--- config.mk ---
export PLATFORM = sky130hd
export DESIGN_NAME = pipelined_adder
export DESIGN_NICKNAME = d
export VERILOG_FILES = /design/src/rtl/pipelined_adder_pkg.sv /design/src/rtl/pipelined_adder_chunk_adder.sv /design/src/rtl/pipelined_adder.sv
export SDC_FILE = /design/constraint.sdc
export NUM_CORES = 1
export LEC_CHECK = 0
export ABC_AREA = 1
export CAP_MARGIN = 10
export CORE_ASPECT_RATIO = 0.7
export CORE_MARGIN = 3
export CORE_UTILIZATION = 60
export DETAILED_ROUTE_END_ITERATION = 7
export PLACE_DENSITY_LB_ADDON = 0.3
export SYNTH_ARGS = -nofsm -noshare
export SYNTH_HDL_FRONTEND = slang
export SYNTH_SLANG_ARGS = --single-unit
--- constraint.sdc ---
create_clock -name clk -period 4.5 [get_ports clk]
set_clock_uncertainty 0.2 [all_clocks]
set_input_delay 0.9 -clock clk [delete_from_list [all_inputs] [get_ports clk]]
set_output_delay 0.9 -clock clk [all_outputs]
set_load 0.02 [all_outputs]
--- src/rtl/pipelined_adder_pkg.sv ---
// Shared constants and configuration helpers for the pipelined wide adder.
package pipelined_adder_pkg;

  localparam int DEFAULT_WIDTH = 16;
  localparam int DEFAULT_CHUNK = 4;

  function automatic int calc_stages(input int width, input int chunk);
    return width / chunk;
  endfunction

  // Legal only when the operand splits into whole slices.
  function automatic bit cfg_ok(input int width, input int chunk);
    return (chunk > 0) && (width >= chunk) && ((width % chunk) == 0);
  endfunction

endpackage

--- src/rtl/pipelined_adder_chunk_adder.sv ---
// Combinational W-bit ripple-carry slice used by each pipeline stage.
module chunk_adder #(
  parameter int W = 4
) (
  input  logic [W-1:0] a,
  input  logic [W-1:0] b,
  input  logic         cin,
  output logic [W-1:0] s,
  output logic         cout
);

  logic [W:0] w_c;

  always_comb begin
    // NOTE: every output gets a default before the loop so no path leaves one unassigned (no latch).
    s      = '0;
    w_c    = '0;
    w_c[0] = cin;
    for (int i = 0; i < W; i++) begin
      s[i]     = a[i] ^ b[i] ^ w_c[i];
      w_c[i+1] = (a[i] & b[i]) | (w_c[i] & (a[i] ^ b[i]));
    end
    cout = w_c[W];
  end

endmodule

--- src/rtl/pipelined_adder.sv ---
// WIDTH-bit adder pipelined one CHUNK-bit slice per stage with valid/ready handshake.
// Define PIPELINED_ADDER_OVF_EN to add a registered signed-overflow output.
module pipelined_adder
  import pipelined_adder_pkg::*;
#(
  parameter int WIDTH = DEFAULT_WIDTH,
  parameter int CHUNK = DEFAULT_CHUNK
) (
  input  logic             clk,
  input  logic             rst_n,
  input  logic             in_valid,
  output logic             in_ready,
  input  logic [WIDTH-1:0] num_a,
  input  logic [WIDTH-1:0] num_b,
  input  logic             carry_in,
  output logic             out_valid,
  input  logic             out_ready,
  output logic [WIDTH-1:0] sum,
  output logic             carry_out
`ifdef PIPELINED_ADDER_OVF_EN
  ,
  output logic             overflow
`endif
);

  localparam int STAGES = calc_stages(WIDTH, CHUNK);

  if (!cfg_ok(WIDTH, CHUNK)) begin : g_cfg_err
    $error("pipelined_adder: WIDTH must be a non-zero multiple of CHUNK");
  end

  logic w_adv;

  // The whole pipe moves as one; a full output register with no taker freezes it.
  assign w_adv    = !out_valid || out_ready;
  assign in_ready = w_adv;

  for (genvar k = 0; k < STAGES; k++) begin : g_stage
    localparam int LO = k * CHUNK;
    localparam int HI = LO + CHUNK;

    logic             w_v_in;
    logic             w_cin;
    logic             w_cout;
    logic [CHUNK-1:0] w_a_sl;
    logic [CHUNK-1:0] w_b_sl;
    logic [CHUNK-1:0] w_s;
    logic [HI-1:0]    w_sum_d;
    logic             r_valid;
    logic             r_carry;
    logic [HI-1:0]    r_sum;

    if (k == 0) begin : g_first
      assign w_v_in  = in_valid;
      assign w_cin   = carry_in;
      assign w_a_sl  = num_a[CHUNK-1:0];
      assign w_b_sl  = num_b[CHUNK-1:0];
      assign w_sum_d = w_s;
    end else begin : g_next
      assign w_v_in  = g_stage[k-1].r_valid;
      assign w_cin   = g_stage[k-1].r_carry;
      assign w_a_sl  = g_stage[k-1].g_ops.r_a[CHUNK-1:0];
      assign w_b_sl  = g_stage[k-1].g_ops.r_b[CHUNK-1:0];
      assign w_sum_d = {w_s, g_stage[k-1].r_sum};
    end

    chunk_adder #(.W(CHUNK)) u_chunk (
      .a    (w_a_sl),
      .b    (w_b_sl),
      .cin  (w_cin),
      .s    (w_s),
      .cout (w_cout)
    );

    always_ff @(posedge clk) begin
      // NOTE: state registers use non-blocking assignment so every stage samples pre-edge values.
      if (!rst_n) begin
        r_valid <= 1'b0;
        r_carry <= 1'b0;
        r_sum   <= '0;
      end else if (w_adv) begin
        r_valid <= w_v_in;
        if (w_v_in) begin
          r_carry <= w_cout;
          r_sum   <= w_sum_d;
        end
      end
    end

    // Operand bits not yet consumed ride along, re-based so the next slice sits at bit 0.
    if (HI < WIDTH) begin : g_ops
      logic [WIDTH-HI-1:0] w_a_up;
      logic [WIDTH-HI-1:0] w_b_up;
      logic [WIDTH-HI-1:0] r_a;
      logic [WIDTH-HI-1:0] r_b;

      if (k == 0) begin : g_src0
        assign w_a_up = num_a[WIDTH-1:HI];
        assign w_b_up = num_b[WIDTH-1:HI];
      end else begin : g_srcn
        assign w_a_up = g_stage[k-1].g_ops.r_a[WIDTH-LO-1:CHUNK];
        assign w_b_up = g_stage[k-1].g_ops.r_b[WIDTH-LO-1:CHUNK];
      end

      always_ff @(posedge clk) begin
        if (!rst_n) begin
          r_a <= '0;
          r_b <= '0;
        end else if (w_adv && w_v_in) begin
          r_a <= w_a_up;
          r_b <= w_b_up;
        end
      end
    end

    if (k == STAGES - 1) begin : g_out
      assign out_valid = r_valid;
      assign sum       = r_sum;
      assign carry_out = r_carry;

`ifdef PIPELINED_ADDER_OVF_EN
      logic w_c_msb;
      logic r_ovf;

      // Carry into the MSB recovered from the MSB's own sum bit.
      assign w_c_msb = w_a_sl[CHUNK-1] ^ w_b_sl[CHUNK-1] ^ w_s[CHUNK-1];

      always_ff @(posedge clk) begin
        if (!rst_n) begin
          r_ovf <= 1'b0;
        end else if (w_adv && w_v_in) begin
          r_ovf <= w_c_msb ^ w_cout;
        end
      end

      assign overflow = r_ovf;
`endif
    end
  end

endmodule

==> run summary <==
The sum of routed wire length over all layers is 8570 um. The antenna diode count is 0. The post-cts gate resize count is 0. The slew at the pin closest to its max-slew limit came out at 1130 ps. The number of pins exceeding their max-slew limit in the final report is 0.

The combined global-route utilization of all metal layers is 20.5%. The width of the die is 110 um. The post-synth net total came out at 707. The top fanout value on the critical path came out at 39. The count of standard-cell rows is 25.

The H-tree was split into 3 levels. The total overflow reported by the global router came out at 0. The floorplan die area is 8740 um^2. The final non-filler cell total came out at 772. The post-CTS clock slew at the launch and capture registers of the worst setup and hold paths came out at 80 ps.

The initial antenna violation count came out at 0. The count of maximum capacitance violations came out at 0. The library cell used most frequently in the layout, excluding fill and tap cells, is inv_1.

The met2 demand-to-capacity share in global routing came out at 38.4%. The hold violation count in the final report was 0. The share of the core filled with cells came out at 74.0%. The vias per cell is 5.03. The wire-length estimate of the detail-placed layout is 5680 um.

The number of buffers inserted for hold repair after clock tree synthesis is 0. The maximum buffer depth of the clock tree came out at 2. The post-place setup slack is 883 ps. The routed wirelength normalized by instance count came out at 11.1 um. The leakage power figure came out at 2.33 nW. The peak supply drop is 0.284 mV. After synthesis, the cell types taking the most area are dfxtp_1 (42%), a21oi_1 (10%), nand3_1 (10%). The count of port buffers added during placement is 55. In this run the count of I/O pins placed on the die edge is 56. The number of nets in the layout is 726. The Yosys step of the flow raised 0 warnings.

The worst hold path belongs to the class register to register. The cell chosen for the clock root is clkbuf_8. The required arrival time at the worst endpoint is 3400 ps. The minimum setup slack among reg-to-reg paths came out at 1890 ps.

The clock reaches the later pin of the worst-skew pair after 370 ps. The global-route wire length before repair came out at 15100 um. Summing all flip-flop and latch instances after layout gives 1920 um^2.

After layout, the minimum clock period comes to 3430 ps. In the final timing run, aggregate negative setup slack is 0 ps. The worst slew slack as a fraction of its limit came out at 24.7%. The number of vias in the routed layout came out at 3881. The sort of element at the end of the critical path is a primary output.

In this run, the number of DRC markers left after iteration 0 of detailed routing was 191. The cell total after placement came out at 756. TritonCTS built the clock tree. The met3 capacity usage during global routing came out at 6.70%. The final critical-path setup slack is 1070 ps.

The via count of the first global-routing pass came to 3768. The clock drives 96 sinks. The initial utilization of the core area, before any placement, comes to 64.8%. The data arrival time at the worst-slack endpoint came out at 2330 ps. The part of the cycle the worst path needs came out at 76.2%. The pin count of the biggest net entering global routing is 79.

The power consumption came out at 1.75 mW. The power density normalized to cell area came out at 335 nW/um^2. The number of buffers created by CTS is 9. In this run the most used layer during global routing was met2. The number of buffers inserted by post-CTS setup repair came out at 0.

The sequential share of the synthesized area is 41.9%. The area of the core is 7070 um^2. The fraction of met1 tracks used by global routing is 22.2%. In this run, synthesis produced a sequential element count of 96. The share of layout cells above drive strength 1 is 3.24%.

Static timing analysis puts the maximum clock frequency at 292 MHz. The cell area after technology mapping came out at 4580 um^2. The final weighted congestion of routability-driven global placement came out at 0.803. The run finished with clean final reports. Setup repair after global routing left no endpoint under its margin. The pre-antenna-repair detailed-routing pass consisted of 4 iterations. The unique cell type count in the Yosys netlist came out at 13. The multi-input gate area in the final layout came out at 2000 um^2. The number of remaining DRC errors is 0. In the layout the commonest cells are inv_1 (111), a21oi_1 (96), dfxtp_1 (96). The number of nets with antenna violations after detailed routing came out at 0.

The worst setup path is of the input pin to primary output kind. The die height came out at 79.1 um. The average instance area after synthesis is 7.01 um^2. The cell count after synthesis came out at 654.

The largest total area in the synthesized netlist belongs to dfxtp_1. STA classifies the critical path startpoint as an input pin. The number of endpoints failing setup at the final stage came out at 0. In this run the biggest area consumer among cell types represents 41.9% of the synthesized area.

Compared with the post-synthesis result, the final layout area differs by 14.1%. The number of inserted filler cells in the final layout is 585.
[final timing paths]
| kind | startpoint | end | depth (start not counted) |
|---|---|---|---|
| setup reg to reg | out_valid | g_stage[0].g_ops.r_b[7] | 6 |
| hold / removal | sum[13] | sum[13] | 2 |
| setup / recovery | out_ready | in_ready | 4 |
| hold reg to reg | sum[13] | sum[13] | 2 |
[layout make-up]
type | count | share of cell area [%]
multi-input cells | 395 | 38.2
flip-flops and latches | 96 | 36.7
repair buffers | 60 | 11.0
inverters | 111 | 7.96
clock buffers | 13 | 3.04
well taps | 94 | 2.25
clock inverters | 3 | 0.765
[synthesized netlist by cell type (all sizes together)]
master / number
a21oi: 96
buf: 33
clkbuf: 19
dfxtp: 96
fa: 16
inv: 111
nand2: 96
nand3: 95
nor2: 92
[flip-flops by register name, summed over array words and instances (netlist names)]
signal             count
carry_out              1
sum                   16
g_stage.g_ops.r_a     24
g_stage.r_valid        3
out_valid              1
g_stage.r_carry        3
g_stage.r_sum         24
g_stage.g_ops.r_b     24
[cells by family after synthesis]
group | Yosys count | synth area share, %
AOI/OAI and AO/OA | 96 | 10.5
buffers and inverters | 163 | 14.8
DFF | 96 | 41.9
and+or+nand+nor | 283 | 25.8
adders and majority gates | 16 | 6.99
[through the flow]
stage,instance area (um^2),hold WS [ps]
6_report,5230,285
5_1_grt,5230,307
4_1_cts,5230,290
3_5_place_dp,5030,267
3_3_place_gp,5030,260
2_1_floorplan,4580,252
[metal layers]
layer	wire length [um]	up-vias
li1	-	2047
met1	3910	1759
met2	4170	64
met3	387	11
met4	106	0
met5	0	-
[power breakdown]
part / switching, mW / total, mW / leakage [nW] / internal, mW
Clock: 0.283 / 0.569 / 0.103 / 0.286
Sequential: 0.0324 / 0.934 / 0.790 / 0.901
Combinational: 0.133 / 0.248 / 1.44 / 0.115
Total: 0.449 / 1.75 / 2.33 / 1.30
[critical path, stage by stage]
cell             delay [ps]
clkdlybuf4s50_1         450
inv_1                   110
nand2_8                 210
clkdlybuf4s50_1         650
Power figures use the tool's default switching activity.
